## src/rtl/dlfloat_pkg.sv

```systemverilog
// Shared DLFloat16 constants and sequencer state encoding for the dot-product engine.
package dlfloat_pkg;

  localparam int DLF_W    = 16;
  localparam int DLF_BIAS = 31;

  localparam logic [DLF_W-1:0] DLF_ZERO = 16'h0000;
  localparam logic [DLF_W-1:0] DLF_NAN  = 16'hFFFF;

  typedef enum logic [2:0] {
    IDLE,
    CLEAR,
    RUN,
    DRAIN,
    OUT
  } seq_state_t;

endpackage

```

## src/rtl/dlfloat_sat_cnt.sv

```systemverilog
// Loadable saturating counter; counts up to all-ones or down to zero and then holds.
module dlfloat_sat_cnt #(
  parameter int W    = 16,
  parameter bit DOWN = 1'b0
) (
  input  logic         clk,
  input  logic         rst_n,
  input  logic         load,
  input  logic [W-1:0] load_val,
  input  logic         en,
  output logic [W-1:0] count
);

  // A load always wins over a step.
  always_ff @(posedge clk or negedge rst_n) begin
    if (!rst_n) begin
      count <= '0;
    end else if (load) begin
      count <= load_val;
    end else if (en) begin
      if (DOWN) begin
        if (count != '0) count <= count - W'(1);
      end else begin
        if (count != '1) count <= count + W'(1);
      end
    end
  end

endmodule

```

## src/rtl/dlfloat_dot_seq.sv

```systemverilog
// Length-N dot-product sequencer in front of a DLFloat16 MAC with synchronous accumulator clear.
// Optional DLFLOAT_SEQ_STALL_CNT_EN adds a saturating count of input-starved RUN cycles.
module dlfloat_dot_seq
  import dlfloat_pkg::*;
#(
  parameter int LEN_W    = 8,
  parameter int MULT_LAT = 1
) (
  input  logic             clk,
  input  logic             rst_n,
  input  logic             start,
  input  logic [LEN_W-1:0] len,
  input  logic             in_valid,
  output logic             in_ready,
  input  logic [DLF_W-1:0] a_in,
  input  logic [DLF_W-1:0] b_in,
  output logic [DLF_W-1:0] mac_a,
  output logic [DLF_W-1:0] mac_b,
  output logic             mac_clr,
  input  logic [DLF_W-1:0] mac_acc,
  output logic             busy,
  output logic             out_valid,
  input  logic             out_ready,
  output logic [DLF_W-1:0] result
`ifdef DLFLOAT_SEQ_STALL_CNT_EN
  ,
  output logic [15:0]      stall_cnt
`endif
);

  localparam int DRAIN_W = 8;

  seq_state_t         state;
  logic [LEN_W-1:0]   rem;
  logic [DRAIN_W-1:0] drain_cnt;
  logic               transfer;
  logic               last_xfer;
  logic               start_acc;

  assign transfer  = in_valid & in_ready;
  assign last_xfer = transfer && (rem == LEN_W'(1));
  assign start_acc = (state == IDLE) && start;

  // Drain waits for the last product to pass the multiplier and land in the accumulator.
  dlfloat_sat_cnt #(
    .W    (DRAIN_W),
    .DOWN (1'b1)
  ) u_drain_cnt (
    .clk      (clk),
    .rst_n    (rst_n),
    .load     (last_xfer),
    .load_val (DRAIN_W'(MULT_LAT + 1)),
    .en       (state == DRAIN),
    .count    (drain_cnt)
  );

`ifdef DLFLOAT_SEQ_STALL_CNT_EN
  dlfloat_sat_cnt #(
    .W    (16),
    .DOWN (1'b0)
  ) u_stall_cnt (
    .clk      (clk),
    .rst_n    (rst_n),
    .load     (start_acc),
    .load_val (16'h0000),
    .en       ((state == RUN) && !in_valid),
    .count    (stall_cnt)
  );
`endif

  // Non-transfer edges push zero operands so bubbles add nothing to the accumulator.
  always_ff @(posedge clk or negedge rst_n) begin
    if (!rst_n) begin
      state     <= IDLE;
      rem       <= '0;
      mac_a     <= DLF_ZERO;
      mac_b     <= DLF_ZERO;
      mac_clr   <= 1'b0;
      in_ready  <= 1'b0;
      busy      <= 1'b0;
      out_valid <= 1'b0;
      result    <= DLF_ZERO;
    end else begin
      mac_a   <= DLF_ZERO;
      mac_b   <= DLF_ZERO;
      mac_clr <= 1'b0;
      if (transfer) begin
        mac_a <= a_in;
        mac_b <= b_in;
        rem   <= rem - LEN_W'(1);
      end
      case (state)
        IDLE: begin
          if (start_acc) begin
            busy <= 1'b1;
            if (len != '0) begin
              state   <= CLEAR;
              rem     <= len;
              mac_clr <= 1'b1;
            end else begin
              state     <= OUT;
              result    <= DLF_ZERO;
              out_valid <= 1'b1;
            end
          end
        end
        CLEAR: begin
          state    <= RUN;
          in_ready <= 1'b1;
        end
        RUN: begin
          if (last_xfer) begin
            state    <= DRAIN;
            in_ready <= 1'b0;
          end
        end
        DRAIN: begin
          if (drain_cnt == '0) begin
            state     <= OUT;
            result    <= mac_acc;
            out_valid <= 1'b1;
          end
        end
        OUT: begin
          if (out_ready) begin
            state     <= IDLE;
            out_valid <= 1'b0;
            busy      <= 1'b0;
          end
        end
        default: state <= IDLE;
      endcase
    end
  end

endmodule

```

## config.mk

```make
export PLATFORM = sky130hd
export DESIGN_NAME = dlfloat_dot_seq
export DESIGN_NICKNAME = d
export VERILOG_FILES = /design/src/rtl/dlfloat_pkg.sv /design/src/rtl/dlfloat_sat_cnt.sv /design/src/rtl/dlfloat_dot_seq.sv
export SDC_FILE = /design/constraint.sdc
export NUM_CORES = 1
export LEC_CHECK = 0
export CORE_MARGIN = 2
export CORE_UTILIZATION = 40
export DETAILED_ROUTE_END_ITERATION = 16
export GPL_TIMING_DRIVEN = 0
export PLACE_DENSITY_LB_ADDON = 0.12
export SYNTH_ARGS = -nofsm -noshare
export SYNTH_HDL_FRONTEND = slang
export SYNTH_SLANG_ARGS = --single-unit
export TNS_END_PERCENT = 30
```

## constraint.sdc

```tcl
create_clock -name clk -period 1.9 [get_ports clk]
set_input_delay 0.38 -clock clk [delete_from_list [all_inputs] [get_ports clk]]
set_output_delay 0.38 -clock clk [all_outputs]
set_load 0.02 [all_outputs]
```

=== Yosys cells after proc, flatten, opt, wreduce, memory -nomap -nowiden ===
Cells that the tools add are included.

* Add/subtract/negate cells: 2
* Eq/ne operators: 10
* Multiplexer cells: 31
* Bitwise gates (word level): 1
* Reduce and logical (&&, ||, !) cells: 18

{| class="wikitable"
|+ Operator list
! operator !! count
|-
| $mux W16 || 5
|-
| $mux W8 || 7
|-
| $pmux W16 S2 || 1
|-
| $reduce_bool A8 Y1 || 2
|-
| $sub A8 B1 Y8 const B || 2
|-
| $mux W3 || 5
|-
| $pmux W3 S5 || 1
|-
| $ne A2 B2 Y1 const B || 5
|-
| $reduce_bool A2 Y1 || 5
|-
| $mux W1 || 9
|-
| $eq A8 B1 Y1 const B || 1
|-
| $logic_not A8 Y1 || 1
|-
| $reduce_and A4 Y1 || 2
|-
| $eq A3 B2 Y1 const B || 2
|-
| $reduce_and A5 Y1 || 1
|-
| $pmux W1 S2 || 2
|-
| $reduce_and A2 Y1 || 2
|-
| $eq A3 B1 Y1 const B || 1
|-
| $eq A3 B3 Y1 const B || 1
|-
| $logic_not A3 Y1 || 1
|-
| $pmux W1 S3 || 1
|-
| $reduce_and A3 Y1 || 1
|-
| $reduce_bool A3 Y1 || 1
|-
| $logic_and A1 B1 Y1 || 2
|-
| $and A1 B1 Y1 || 1
|}

* Register bits after elaboration: 71
* Bits of input ports: 61
* Output and inout port bits: 52

=== Longest topological paths before layout ===
* Depth after elaboration: 5
* Depth in mapped cells: 8
* Depth with buffers taken out: 6

=== Hierarchy ===
Synthesis repeated with hierarchy kept, for this count alone.

* Cell total of the unflattened synthesis: 304
* Area total of the unflattened synthesis: 3249.4 sq um

{| class="wikitable"
|+ By module, submodules not included
! module !! instances !! cells each !! area each (sq um) !! seq. area each (sq um)
|-
| dlfloat_dot_seq || 1 || 245 || 2717.6 || 1576.5
|-
| dlfloat_sat_cnt || 1 || 59 || 531.8 || 200.2
|}

=== Worst setup path before layout ===
OpenSTA, ideal clock, no wires.

* Kind: flip-flop to flip-flop
* From: reg u_drain_cnt.count[0]
* To: reg result[10]
* Library setup time: 79 ps
* Data arrival time: 1744 ps
* Path slack: 77 ps
* Stages on the path, launching flop included: 9
* Cells stage by stage: dfrtp_1 -> inv_1 -> ha_1 -> or3b_1 -> nor2_2 -> a22o_1 -> buf_6 -> buf_12 -> mux2i_1

* Longest elaborated chain between the ends: 3

{| class="wikitable"
|+ Ends and longest elaborated chain
! item !! line !! source
|-
| start: declaration || dlfloat_sat_cnt.sv:11 || <nowiki>output logic [W-1:0] count</nowiki>
|-
| start signal: assignment || dlfloat_sat_cnt.sv:19 || <nowiki>count <= load_val;</nowiki>
|-
| start signal: assignment || dlfloat_sat_cnt.sv:22 || <nowiki>if (count != '0) count <= count - W'(1);</nowiki>
|-
| start signal: assignment || dlfloat_sat_cnt.sv:24 || <nowiki>if (count != '1) count <= count + W'(1);</nowiki>
|-
| $logic_not A8 Y1 || dlfloat_dot_seq.sv:118 || <nowiki>if (drain_cnt == '0) begin</nowiki>
|-
| $ne A2 B2 Y1 (no source line) || - ||
|-
| $reduce_and A4 Y1 (no source line) || - ||
|-
| end signal: assignment || dlfloat_dot_seq.sv:120 || <nowiki>result <= mac_acc;</nowiki>
|-
| end: declaration || dlfloat_dot_seq.sv:24 || <nowiki>output logic [DLF_W-1:0] result</nowiki>
|}

No other way between the ends.
A chain may end at the register's enable or synchronous reset.

=== Final worst setup path ===
* From: reg u_drain_cnt.count[1]
* To: reg result[6]

The elaborated chain is that of the path after synthesis.

==> flow_metrics.env <==
export IMPL_power_frac_comb_pct=33.9
export IMPL_clk_latency_ps=340
export IMPL_post_route_period_util_pct=99.3
export IMPL_cp_slowest_cell="or3b_4"
export IMPL_reg2reg_from="u_drain_cnt.count[1]"
export IMPL_fin_area_sq_um=4610
export IMPL_pwr_share_clk_pct=23.8
export IMPL_cts_root_buffer="clkbuf_8"
export IMPL_path_class="reg -> reg"
export IMPL_diodes=0
export IMPL_cts_tree="yes"
export IMPL_path_clk_slew_ps=80
export IMPL_clock_path_buffers=2
export IMPL_grt_first_pass_wirelength_mm=12.2
export IMPL_r2r_slack_ps=10
export IMPL_critPathBufInv=3
export IMPL_place_area_sq_um=4250
export IMPL_worst_pin_slew_ps=881
export IMPL_seqCellArea_sq_um=1780
export IMPL_cts_sinks=71
export IMPL_cap_violations=0
export IMPL_ant_nets=0
export IMPL_worstRegToRegCells=8
export IMPL_setup_viol=0
export IMPL_seq_area_frac_synth_pct=58.9
export IMPL_io_pins=113
export IMPL_wl_per_cell_um=14.1
export IMPL_cp_start_kind="register"
export IMPL_layout_commonest_cell="clkdlybuf4s50_1"
export IMPL_die_w_um=90.8
export IMPL_die_area_sq_um=8250
export IMPL_swShare_pct=34.0
export IMPL_ir_drop_v=0.000553
export IMPL_htreeDepth=3
export IMPL_slew_viol_final=0
export IMPL_fillers=638
export IMPL_area_growth_pct=52.8
export IMPL_worstPathRequired_ps=2160
export IMPL_max_slew_margin_pct=41.2
export IMPL_hp_class="in -> async"
export IMPL_drt_iter0_markers=32
export IMPL_core_sq_um=7290
export IMPL_whs_ps=138
export IMPL_rr_endpoint="result[6]"
export IMPL_rows=31
export IMPL_crit_chain="inv_2 > ha_4 > or3b_4 > nor2_4 > a22o_1 > buf_6 > clkbuf_16 > mux2i_1"
export IMPL_critical_path_depth=8
export IMPL_power_density_nw_per_um2=1070
export IMPL_share_seq_of_total_power_pct=42.3
export IMPL_start_util_pct=41.3
export IMPL_fmax_mhz=530
export IMPL_rsz0062_at_grt="yes"
export IMPL_drive_gt1_share_pct=10.8
export IMPL_antenna_found_initial=0
export IMPL_die_h_um=90.8
export IMPL_synth_warnings=0
export IMPL_p_leak_nw=2.06
export IMPL_internal_power_mw=3.24
export IMPL_synth_nets=343
export IMPL_cp_top_family="simple AND/OR/NAND/NOR gates"
export IMPL_fin_ws_ps=12.4
export IMPL_place_gp_congestion=0.768
export IMPL_grt_max_degree=72
export IMPL_dp_slack_ps=-519
export IMPL_worstSetupEndpointType="register"
export IMPL_critPathArrivalTime_ps=2150
export IMPL_port_buffers=111
export IMPL_synthCells=278
export IMPL_grtUsageTotal_pct=18.6
export IMPL_synth_cell_types=39
export IMPL_fin_nets=476
export IMPL_finalHoldViolations=0
export IMPL_grt_pass1_vias=2486
export IMPL_final_cell_mix="clkdlybuf4s50_1, dfrtp_1, nand2_1"
export IMPL_drc=0
export IMPL_drtPass1Iterations=4
export IMPL_numCtsBuffers=9
export IMPL_status="completed"
export IMPL_power_switching_mw=1.67
export IMPL_num_vias=2470
export IMPL_post_dp_hpwl_mm=4.98
export IMPL_drt_wl_total_mm=7.25
export IMPL_cp_max_fo=6
export IMPL_synth_seq_cells=71
export IMPL_viasPerCell=4.81
export IMPL_grt_overflow_total=0
export IMPL_multiInputGateArea_sq_um=1110
export IMPL_postSynthAreaPerCell_sq_um=10.8
export IMPL_min_period_ps=1890
export IMPL_synth_area_sq_um=3010
export IMPL_critPathMaxStageDelay_ps=420
export IMPL_clock_skew_ps=7.72
power by group through the flow:
stage	Clock (mW)	Combinational, mW	Sequential [mW]
after CTS	1.20	1.58	2.04
after floorplan	0	0.786	2.18
after global placement	0	1.47	2.07
final	1.17	1.66	2.07
after global routing	1.27	1.85	2.13
after detailed placement	0	1.50	2.08
through the flow:
step                      setup TNS, ps  total power, mW  utilization (%)  std cells
after floorplan                       0             2.97                -        278
after global placement          -150090             3.54             58.3        488
after detailed placement          -9020             3.58             58.2        488
after CTS                         -7.14             4.82             61.6        508
after global routing              -1070             5.25             63.2        514
final                                 0             4.91             63.2        514
Yosys cell counts, drive strengths merged:
cell type,n,area share [%]
dfrtp,71,59
nand2,34,4.2
and3,32,6.6
inv,21,2.6
o21ai,17,2.9
mux2i,16,5.3
nor2,13,1.7
clkbuf,12,1.5
a21oi,6,1.0
xor2,6,1.7
buf,5,1.5
ha,4,1.7
nand3,4,0.66
xnor2,4,1.2
o211ai,3,0.75
or4,3,0.75
a211oi,2,0.50
and3b,2,0.58
nand2b,2,0.42
nand4b,2,0.58
nor3,2,0.33
nor4,2,0.42
o31ai,2,0.50
or3b,2,0.58
or4b,2,0.66
a22o,1,0.29
a31oi,1,0.21
and2,1,0.21
and4b,1,0.33
nand3b,1,0.25
nand4,1,0.21
nor4b,1,0.29
o311ai,1,0.29
or3,1,0.21
cell type report:
class | count | area share [%]
buffer | 16 | 2.06
clock buffer | 10 | 2.77
clock inverter | 5 | 1.28
inverter | 21 | 1.71
multi-input combinational | 169 | 24.2
sequential | 71 | 38.6
tap | 99 | 2.69
timing repair buffer | 123 | 26.8
routing by layer:
metal | up-vias | share of wire, % | GRT usage [%]
met1 | 1193 | 45 | 24.1
li1 | 1206 | - | -
met2 | 60 | 49 | 30.5
met5 | - | 0 | 0
met3 | 11 | 4.5 | 4.76
met4 | 0 | 1.7 | 6.57
state kept, by name (all words and copies together) (netlist names):
register	flops
mac_a	16
u_drain_cnt.count	8
mac_clr	1
mac_b	16
in_ready	1
out_valid	1
busy	1
rem	8
state	3
result	16
repair_timing:
action                                  4_1_cts  5_1_grt
hold buffers                                  0        0
resized for setup                             5       12
pin swaps                                     1        4
setup buffers                                 5        6
cloned                                        0        1
endpoints found under the setup margin       13       29
how the worst max path moves through the flow:
stage,from,end,slack (ps)
final,u_drain_cnt.count[1],result[6],10
after global routing,u_drain_cnt.count[1],result[6],-90
after CTS,u_drain_cnt.count[4],result[5],-7
after detailed placement,len[4],result[10],-520
after global placement,rst_n,u_drain_cnt.count[2],-1990
after floorplan,u_drain_cnt.count[0],result[10],80
worst register-to-register path, cell delays in order (launching register included):
cell and delay [ps]:
dfrtp_1 410, inv_2 100, ha_4 130, or3b_4 420, nor2_4 130, a22o_1 150, buf_6 150, clkbuf_16 150
mux2i_1 170
logic make-up (layout without fill, tap and decap cells):
group	after synthesis	in the layout	synth area share, %
AO/OA/AOI/OAI	33	33	6.48
XOR/XNOR	10	10	2.91
adder cells (fa/ha/maj)	4	4	1.66
buffers and inverters	38	175	5.65
flip-flops	71	71	58.9
multiplexers	16	16	5.31
AND/OR/NAND/NOR	106	106	19.1
Power figures use the tool's default switching activity.
